--- src/rtl/viterbi_mon_pkg.sv ---
// Shared types, default sizing and helpers for the Viterbi BER monitor.
package viterbi_mon_pkg;

  typedef enum logic [1:0] {
    FILL   = 2'd0,
    SEARCH = 2'd1,
    LOCKED = 2'd2
  } mon_state_t;

  localparam int unsigned DEF_MAX_LAG = 64;
  localparam int unsigned LAG_W       = $clog2(DEF_MAX_LAG);

  // Adds inc to val and clamps the result at max_val instead of wrapping.
  function automatic logic [63:0] sat_inc(input logic [63:0] val,
                                          input logic [63:0] inc,
                                          input logic [63:0] max_val);
    logic [63:0] room;
    room = max_val - val;
    if (inc >= room) begin
      return max_val;
    end
    return val + inc;
  endfunction

endpackage

--- src/rtl/ber_ref_delay.sv ---
// Reference bit history with a lag-selected tap for the BER monitor.
// hist_q[0] holds the previous sample's reference bit; lag 0 taps the live bit.
module ber_ref_delay
  import viterbi_mon_pkg::*;
#(
  parameter int unsigned MAX_LAG = DEF_MAX_LAG,
  parameter int unsigned LW      = LAG_W
) (
  input  logic          clk,
  input  logic          rst,
  input  logic          sample_en,
  input  logic          ref_bit,
  input  logic [LW-1:0] lag,
  output logic          tap
);

  logic [MAX_LAG-1:0] hist_q;

  // Shift the current reference bit into the history on every sample.
  always_ff @(posedge clk or negedge rst) begin
    if (!rst) begin
      hist_q <= '0;
    end else if (sample_en) begin
      hist_q <= {hist_q[MAX_LAG-2:0], ref_bit};
    end
  end

  // Pick the reference bit that lines up with the decoder at the current lag.
  always_comb begin
    tap = ref_bit;
    if (lag != '0) begin
      tap = hist_q[lag - LW'(1)];
    end
  end

endmodule

--- src/rtl/viterbi_ber_monitor.sv ---
// Bit-error-rate monitor: finds the decoder latency by lag search, then counts
// compared bits and mismatches while aligned and flags loss of alignment.
module viterbi_ber_monitor
  import viterbi_mon_pkg::*;
#(
  parameter int unsigned MAX_LAG  = DEF_MAX_LAG,
  parameter int unsigned WIN      = 32,
  parameter int unsigned LOCK_THR = 2,
  parameter int unsigned LOSS_THR = 8,
  parameter int unsigned CW       = 32
) (
  input  logic                       clk,
  input  logic                       rst,
  input  logic                       sample_en_i,
  input  logic                       ref_bit_i,
  input  logic                       dec_bit_i,
  input  logic                       clear_i,
  output logic                       locked_o,
  output logic [$clog2(MAX_LAG)-1:0] lag_o,
  output logic                       lost_o,
  output logic [CW-1:0]              bit_ct_o,
  output logic [CW-1:0]              err_ct_o,
  output logic [CW-1:0]              relock_ct_o
);

  localparam int unsigned LW       = $clog2(MAX_LAG);
  localparam int unsigned WW       = $clog2(WIN + 1);
  localparam logic [63:0] CNT_MAX  = (64'd1 << CW) - 64'd1;
  localparam logic [LW-1:0] LAG_LAST = LW'(MAX_LAG - 1);

  mon_state_t    state_q, state_d;
  logic [LW-1:0] lag_q, lag_next;
  logic [LW-1:0] fill_q;
  logic [WW-1:0] win_q, win_next;
  logic [WW-1:0] mis_q, mis_next;
  logic          lost_q;
  logic [CW-1:0] bit_ct_q, err_ct_q, relock_ct_q;

  logic tap;
  logic mismatch;
  logic search_abort, win_full, loss_hit;
  logic fill_adv, win_adv, win_clr, lag_adv, count_en, loss_evt;

  ber_ref_delay #(
    .MAX_LAG(MAX_LAG),
    .LW     (LW)
  ) u_ref_delay (
    .clk      (clk),
    .rst      (rst),
    .sample_en(sample_en_i),
    .ref_bit  (ref_bit_i),
    .lag      (lag_q),
    .tap      (tap)
  );

  assign mismatch     = dec_bit_i ^ tap;
  assign win_next     = win_q + 1'b1;
  assign mis_next     = mis_q + WW'(mismatch);
  assign search_abort = mis_next > WW'(LOCK_THR);
  assign win_full     = win_next == WW'(WIN);
  assign loss_hit     = mis_next > WW'(LOSS_THR);
  assign lag_next     = (lag_q == LAG_LAST) ? '0 : lag_q + 1'b1;

  // State register plus the lag, fill and window bookkeeping it steers.
  always_ff @(posedge clk or negedge rst) begin
    if (!rst) begin
      state_q <= FILL;
      lag_q   <= '0;
      fill_q  <= '0;
      win_q   <= '0;
      mis_q   <= '0;
      lost_q  <= 1'b0;
    end else begin
      state_q <= state_d;
      lost_q  <= loss_evt;
      if (fill_adv) begin
        fill_q <= fill_q + 1'b1;
      end
      if (lag_adv) begin
        lag_q <= lag_next;
      end
      if (win_clr) begin
        win_q <= '0;
        mis_q <= '0;
      end else if (win_adv) begin
        win_q <= win_next;
        mis_q <= mis_next;
      end
    end
  end

  // Next state: fill the history, search lags, then monitor the locked lag.
  always_comb begin
    state_d = state_q;
    if (sample_en_i) begin
      case (state_q)
        FILL:    if (fill_q == LAG_LAST) state_d = SEARCH;
        SEARCH:  if (!search_abort && win_full) state_d = LOCKED;
        LOCKED:  if (win_full && loss_hit) state_d = SEARCH;
        default: state_d = FILL;
      endcase
    end
  end

  // Per-sample control strobes and the registered status outputs.
  always_comb begin
    fill_adv = 1'b0;
    win_adv  = 1'b0;
    win_clr  = 1'b0;
    lag_adv  = 1'b0;
    count_en = 1'b0;
    loss_evt = 1'b0;
    if (sample_en_i) begin
      case (state_q)
        FILL: fill_adv = 1'b1;
        SEARCH: begin
          win_adv = 1'b1;
          if (search_abort) begin
            lag_adv = 1'b1;
            win_clr = 1'b1;
          end else if (win_full) begin
            win_clr = 1'b1;
          end
        end
        LOCKED: begin
          win_adv  = 1'b1;
          count_en = 1'b1;
          if (win_full) begin
            win_clr = 1'b1;
            if (loss_hit) begin
              lag_adv  = 1'b1;
              loss_evt = 1'b1;
            end
          end
        end
        default: ;
      endcase
    end
    locked_o    = (state_q == LOCKED);
    lag_o       = lag_q;
    lost_o      = lost_q;
    bit_ct_o    = bit_ct_q;
    err_ct_o    = err_ct_q;
    relock_ct_o = relock_ct_q;
  end

  // Saturating statistics; a clear in the same cycle discards that sample.
  always_ff @(posedge clk or negedge rst) begin
    if (!rst) begin
      bit_ct_q    <= '0;
      err_ct_q    <= '0;
      relock_ct_q <= '0;
    end else if (clear_i) begin
      bit_ct_q    <= '0;
      err_ct_q    <= '0;
      relock_ct_q <= '0;
    end else begin
      if (count_en) begin
        bit_ct_q <= CW'(sat_inc(64'(bit_ct_q), 64'd1, CNT_MAX));
        err_ct_q <= CW'(sat_inc(64'(err_ct_q), {63'd0, mismatch}, CNT_MAX));
      end
      if (loss_evt) begin
        relock_ct_q <= CW'(sat_inc(64'(relock_ct_q), 64'd1, CNT_MAX));
      end
    end
  end

endmodule

--- config.mk ---
export PLATFORM = sky130hd
export DESIGN_NAME = viterbi_ber_monitor
export DESIGN_NICKNAME = d
export VERILOG_FILES = /design/src/rtl/viterbi_mon_pkg.sv /design/src/rtl/ber_ref_delay.sv /design/src/rtl/viterbi_ber_monitor.sv
export SDC_FILE = /design/constraint.sdc
export NUM_CORES = 1
export LEC_CHECK = 0
export CAP_MARGIN = 20
export CORE_ASPECT_RATIO = 1.1
export CORE_MARGIN = 2
export CORE_UTILIZATION = 28
export CTS_CLUSTER_SIZE = 40
export DETAILED_ROUTE_END_ITERATION = 7
export PLACE_DENSITY = 0.55
export SLEW_MARGIN = 25
export SYNTH_ARGS = -nofsm -noshare
export SYNTH_HDL_FRONTEND = slang
export SYNTH_SLANG_ARGS = --single-unit
--- constraint.sdc ---
create_clock -name clk -period 7.1 [get_ports clk]
set_input_delay 0.71 -clock clk [delete_from_list [all_inputs] [get_ports clk]]
set_output_delay 0.71 -clock clk [all_outputs]
set_load 0.1 [all_outputs]
== After elaboration in Yosys (flattened, before gate mapping) ==
Index checks and enable logic that the tools add are counted.
Widths: inputs -> output; s select.

* Flip-flop bits (word level): 187
* Bits in latches: 0
* Bits in writable memories: 0
* Bits in read-only memories: 0
* Input bits: 6
* Output and inout bits: 104
* Word-level logic and storage cells: 96
* Memories kept: 0

* Add/sub/neg operators: 11
* Multipliers: 0
* Div/mod/pow operators: 0
* Order comparisons: 6
* Equality and inequality tests: 8
* Shift-type cells: 0
* Muxes and demuxes: 50
* Bitwise gates (word level): 1
* Reduce and logical (&&, ||, !) cells: 10

{| class="wikitable"
|+ Operators with widths
! operator !! number
|-
| $mux 32 || 12
|-
| $ge 1x64->1 const A || 2
|-
| $sub 32x32->33 const A || 3
|-
| $add 32x1->32 const B || 2
|-
| $ge 1x64->1 || 1
|-
| $add 32x1->32 || 1
|-
| $mux 6 || 5
|-
| $mux 1 || 26
|-
| $add 6x1->6 const B || 3
|-
| $eq 6x6->1 const B || 3
|-
| $lt 6x7->1 const B || 1
|-
| $add 6x1->6 || 1
|-
| $bmux 1 s6 || 1
|-
| $gt 6x2->1 const B || 1
|-
| $gt 6x4->1 const B || 1
|-
| $mux 2 || 3
|-
| $pmux 2 s3 || 1
|-
| $reduce_bool 2->1 || 3
|-
| $reduce_bool 6->1 || 1
|-
| $sub 6x1->6 const B || 1
|-
| $ne 2x2->1 const B || 2
|-
| $pmux 1 s2 || 2
|-
| $reduce_and 4->1 || 1
|-
| $eq 2x1->1 const B || 1
|-
| other kinds (7) || 8
|}

== Depth between registers and ports, before layout ==
* Word-level depth: 16
* Mapped depth: 21

== By module ==
From an unflattened synthesis, not the netlist that was laid out.

* Cells, all modules: 1032
* Area total of the unflattened synthesis: 10368.7 um2

{| class="wikitable"
|+ Modules (own cells, without submodules)
! module !! times used !! cells each !! area each (um2) !! sequential area each (um2)
|-
| viterbi_ber_monitor || 1 || 823 || 7221.9 || 3078.0
|-
| ber_ref_delay || 1 || 209 || 3146.8 || 1601.5
|}

== Worst setup path before layout ==
No wires, ideal clock.

* Kind: reg-to-reg
* From: reg lag_q[0] (netlist: lag_o[0])
* To: reg err_ct_q[28] (netlist: err_ct_o[28])
* Library setup time: 99 ps
* Arrival time: 6084 ps
* Required time: 7001 ps
* Path slack: 916 ps
* Cell stages (with the launch flop): 20
* Buffers on the path: 2
* Path through: dfrtp_1 > clkinv_1 > ha_1 > clkbuf_2 > xor2_4 > buf_2 > mux4_2 > mux4_2 > o2111ai_1 > o211ai_2 > xor2_1 > ha_1 > ha_1 > nand3_1 > or4_1 > nor3_1 > nand2_1 > a21oi_2 > nor2_1 > a311oi_1

* Longest elaborated chain between the ends: 12

{| class="wikitable"
|+ Ends and longest elaborated chain
! element !! RTL line !! text
|-
| start: declaration || viterbi_ber_monitor.sv:32 || <nowiki>logic [LW-1:0] lag_q, lag_next;</nowiki>
|-
| start signal: assignment || viterbi_ber_monitor.sv:80 || <nowiki>lag_q <= lag_next;</nowiki>
|-
| $sub 6x1->6 || ber_ref_delay.sv:32 || <nowiki>tap = hist_q[lag - LW'(1)];</nowiki>
|-
| $bmux 1 s6 || ber_ref_delay.sv:32 ||
|-
| $mux 1 (implied by the code) || ber_ref_delay.sv:32 ||
|-
| $mux 1 * || ber_ref_delay.sv:31 || <nowiki>if (lag != '0) begin</nowiki>
|-
| $xor 1x1->1 * || viterbi_ber_monitor.sv:56 || <nowiki>assign mismatch = dec_bit_i ^ tap;</nowiki>
|-
| $ge 1x64->1 || viterbi_mon_pkg.sv:19 || <nowiki>if (inc >= room) begin</nowiki>
|-
| $mux 1 || viterbi_mon_pkg.sv:19 ||
|-
| $mux 1 || viterbi_ber_monitor.sv:158 || <nowiki>if (count_en) begin</nowiki>
|-
| $mux 1 || viterbi_ber_monitor.sv:153 || <nowiki>end else if (clear_i) begin</nowiki>
|-
| $mux 32 * || viterbi_mon_pkg.sv:22 || <nowiki>return val + inc;</nowiki>
|-
| $mux 32 * || viterbi_ber_monitor.sv:158 ||
|-
| $mux 32 * || viterbi_ber_monitor.sv:153 ||
|-
| end signal: assignment || viterbi_ber_monitor.sv:160 || <nowiki>err_ct_q <= CW'(sat_inc(64'(err_ct_q), {63'd0, mismatch}, CNT_MAX));</nowiki>
|-
| end: declaration || viterbi_ber_monitor.sv:37 || <nowiki>logic [CW-1:0] bit_ct_q, err_ct_q, relock_ct_q;</nowiki>
|}

Mark *: on every way between the ends. The rest lies on a longest branch, timed or not. The select of a mux whose other input is x is not followed.
A chain may end at the register's enable or synchronous reset.

== Worst setup path in the final report ==
* From: reg lag_q[0] (netlist: lag_o[0])
* To: reg relock_ct_q[11] (netlist: relock_ct_o[11])

* Longest elaborated chain between the ends: 12

{| class="wikitable"
|+ Ends and longest elaborated chain
! element !! RTL line !! text
|-
| $sub 6x1->6 || ber_ref_delay.sv:32 ||
|-
| $bmux 1 s6 || ber_ref_delay.sv:32 ||
|-
| $mux 1 (implied by the code) || ber_ref_delay.sv:32 ||
|-
| $mux 1 * || ber_ref_delay.sv:31 ||
|-
| $xor 1x1->1 * || viterbi_ber_monitor.sv:56 ||
|-
| $add 6x1->6 * || viterbi_ber_monitor.sv:58 || <nowiki>assign mis_next = mis_q + WW'(mismatch);</nowiki>
|-
| $gt 6x4->1 * || viterbi_ber_monitor.sv:61 || <nowiki>assign loss_hit = mis_next > WW'(LOSS_THR);</nowiki>
|-
| $mux 1 * || viterbi_ber_monitor.sv:130 || <nowiki>if (loss_hit) begin</nowiki>
|-
| $mux 1 * || viterbi_ber_monitor.sv:128 || <nowiki>if (win_full) begin</nowiki>
|-
| $mux 1 * || viterbi_ber_monitor.sv:114 || <nowiki>case (state_q)</nowiki>
|-
| $mux 1 * || viterbi_ber_monitor.sv:113 || <nowiki>if (sample_en_i) begin</nowiki>
|-
| $reduce_bool 2->1 (no line) * || - ||
|-
| end signal: assignment || viterbi_ber_monitor.sv:163 || <nowiki>relock_ct_q <= CW'(sat_inc(64'(relock_ct_q), 64'd1, CNT_MAX));</nowiki>
|-
| end: declaration || viterbi_ber_monitor.sv:37 ||
|}

Marked as above.

==> results.md <==
- GPL Wtd Cong: 0.807
- TritonCTS clock tree: yes
- Synthesized net count: 1047
- Global-route wire length before repair: 42.9 mm
- Hold Crit Class: input pin to asynchronous set/reset pin
- Ports: 110
- Vias in the first global route: 7866
- Cts hold-fix bufs: 0
- TritonCTS buffer count: 17
- RSZ-0062 raised after global routing: false
- YS warnings: 0
- Lkg Pwr: 4.88 nW
- Least-Margin Pin Slew: 1.12 ns
- Final slew viol count: 0
- Register Area: 0.00468 sq mm
- Placed cells: 1576
- Core Box Area: 0.0359 sq mm
- Crit path arrival time: 6.00 ns
- WL per Instance: 16.4 um
- Top delay family on crit path: multiplexers
- Syn-to-layout area delta: 21.6%
- Net Switching: 858 uW
- Util after Layout: 34.3%
- Async set or reset register ratio after synthesis: 100%
- Combinational share of power: 19.8%
- Initial antenna violation count: 0
- First-pass detailed-route iteration total: 7
- H-tree levels: 4
- Clk_lat worst skew: 0.44 ns
- Final Critical Period: 5.72 ns
- Max_cap viols: 0
- Synthesized instance count: 1023
- FF-to-FF setup slack: 1.38 ns
- Drt total wl: 26.3 mm
- CP max FO: 22
- IO Port Bufs: 109
- Complex-gate fraction of the synthesized area: 15.0%
- Post-synthesis instance area: 0.0101 sq mm
- Die Ht: 203 um
- Mux share of post-synthesis cell area: 12.7%
- Top post-synthesis cells by area: dfrtp_1, mux2_2, nand2_1
- WP buf/inv: 2
- Total power: 2.81 mW
- Largest family of logic cells by synthesized area: simple AND/OR/NAND/NOR gates
- Root buf cell: clkbuf_16
- Mean post-synth cell area: 9.89 sq um
- Internal Power: 1.95 mW
- Outcome: completed
- CTS sink count: 187
- Reg clk slew, reported paths: 0.08 ns
- CP peak stage delay: 0.58 ns
- Antenna diodes: 0
- Worst setup SP type: flop
- Final Instance Count excl. Fillers: 1609
- Register area share after synthesis: 46.3%
- Detail Placement HPWL: 17.7 mm
- Largest net degree at the start of global routing: 123
- Peak supply drop: 0.000180 V
- Die W: 185 um
- EDFF count, synth: 0
- Avg Vias per Cell: 5.15
- Library cells used by synthesis: 63
- Primary FF master, synth: dfrtp_1
- Largest area contributor in the synthesized netlist: dfrtp_1
- Clk pwr share: 34.7%
- Setup Buffers After CTS: 0
- Final setup fails: 0
- Cell row count: 73
- Post-Synth XOR/XNOR Area: 1.74%
- Crit path max-delay cell type: mux4_2
- Ratio of cells with drive above 1 in the final layout: 13.9%
- CP Cell Sequence: clkinv_1 -> ha_1 -> xor2_4 -> mux4_2 -> mux4_2 -> o2111ai_1 -> o211ai_2 -> xor2_1 -> ha_1 -> ha_1 -> xor2_1 -> nor3_1 -> o2111ai_1 -> nor3b_2 -> buf_4 -> nand2_1 -> nor3_1 -> a311oi_1
- Most Frequent Cell on Critical Path: ha_1
- Top-area cell type share of the netlist area: 46.3%
- Hold_ws: 0.136 ns
- Max-slew headroom: 25.2%
- Die area: 0.0377 sq mm
- GRT Overall Usage: 14.1%
- Total negative setup slack: 0 ns
- CTS max path bufs: 2
- Post-layout nets: 1133
- Grt ovf: 0
- CP endpoint kind: flop
- Final Hold Vio Count: 0
- Multi-input gate area: 0.00511 sq mm
- Part of the power in registers: 45.6%
- Peak Freq: 175 MHz
- Layout fillers: 3630
- Final Cycle Share: 80.5%
- Antenna viol nets, final: 0
- Detailed-route via count: 8280
- Synthesized flop and latch total: 187
- Initial DRC count: 598
- # DRC: 0
- Initial Utilization: 28.2%
- Post-Synth Simple-Gate Area: 18.7%
- Adder-cell share of the synthesized area: 2.23%
- WP data required: 7.38 ns
- CP Class: flop to flop
- # resized after CTS: 0
- Net Sw Frac: 30.5%
- PwrDens: 229 mW/mm^2
- Worst Skew: 0.0110 ns
## cell usage in the layout, fill, tap and decap left out, types with 16 or more instances in the layout
master / count
dfrtp_1: 187
clkdlybuf4s50_1: 105
nand2_1: 100
nor2_1: 96
mux2_2: 70
nand3_1: 69
a21oi_1: 65
nor3_1: 40
o21ai_0: 39
a211oi_1: 34
a311oi_1: 27
inv_1: 23
and3_1: 20
ha_1: 18
nand4_1: 17
clkbuf_16: 17
mux4_2: 16
## kinds of logic after synthesis
kind of cell,after synthesis
fa+ha+maj,18
buf+inv,81
flops,187
compound gates,226
mux,100
simple gates,393
xor+xnor,18
## power by group through the flow
stage	clock network [mW]	logic (mW)	registers [mW]
CTS	0.999	0.564	1.28
global placement	0	0.553	1.30
finish	0.975	0.556	1.28
floorplan	0	0.395	1.31
global route	1.05	0.614	1.30
detailed placement	0	0.561	1.30
## registers in the layout, summed over array words and instances, names as in the netlist
name / cells
lag_o: 6
state_q: 2
mis_q: 6
err_ct_o: 32
fill_q: 6
bit_ct_o: 32
lost_o: 1
win_q: 6
u_ref_delay.hist_q: 64
relock_ct_o: 32
## cells in the mapped netlist (4+ instances only)
cell,instances
a211o_1,4
nor3_1,40
ha_1,18
nor4b_1,5
buf_2,5
mux2_2,70
or2_2,4
nor3b_1,4
a21oi_1,65
nand4_1,17
xnor2_1,11
nor2_1,96
a211oi_1,34
buf_1,5
and2_1,6
dfrtp_1,187
or4_1,4
a21o_1,7
a311oi_1,27
nor4_1,6
nand2_1,100
o21ai_0,39
mux4_2,16
and4_1,9
o22ai_1,5
mux2i_1,14
nand2b_1,4
xor2_1,6
clkbuf_1,43
inv_1,23
a22o_1,7
a21oi_2,8
and3_1,20
nand3_1,69
a31oi_1,5
## worst reg2reg max path: cells and delay by family (launching register included)
family                   cells  cell delay (ns)
buffers and inverters        2             0.55
AND/OR/NAND/NOR              4             1.03
AO/OA/AOI/OAI                4             0.81
flip-flops                   1             0.35
XOR/XNOR                     3             0.93
multiplexers                 2             1.04
adder cells (fa/ha/maj)      3             0.85
## per-stage QoR
| step | cell area, sq um | worst slack (ns) |
|---|---|---|
| CTS | 12300 | 1.30 |
| floorplan | 10100 | 0.916 |
| global route | 12300 | 0.896 |
| global placement | 11700 | 1.49 |
| finish | 12300 | 1.38 |
| detailed placement | 11700 | 1.32 |
## layout make-up
type,count,area share (%)
clock buffers,20,3.63
clock inverters,12,1.14
inverters,24,0.733
multi-input cells,755,41.6
flip-flops and latches,187,38.1
well taps,487,4.96
repair buffers,124,9.92
## path summary, 6_finish.rpt
| path | end | startpoint | depth (start not counted) |
|---|---|---|---|
| worst max-delay path | relock_ct_o[11] | lag_o[0] | 18 |
| worst min-delay path | bit_ct_o[6] | rst | 1 |
| worst max register to register | relock_ct_o[11] | lag_o[0] | 18 |
| worst min register to register | fill_q[5] | fill_q[5] | 1 |
| max in group asynchronous | u_ref_delay.hist_q[21] | rst | 2 |
| min in group clk | fill_q[5] | fill_q[5] | 1 |
## per-layer routing
| metal | global-route usage (%) | vias to the layer above | wire length [um] |
|---|---|---|---|
| met1 | 19.4 | 4112 | 12300 |
| met4 | 4.34 | 0 | 392 |
| met5 | 0 | - | 0 |
| met3 | 2.32 | 22 | 1080 |
| met2 | 22.8 | 171 | 12600 |
| li1 | - | 3975 | - |
Note: power is estimated with default switching activity, not from simulation.
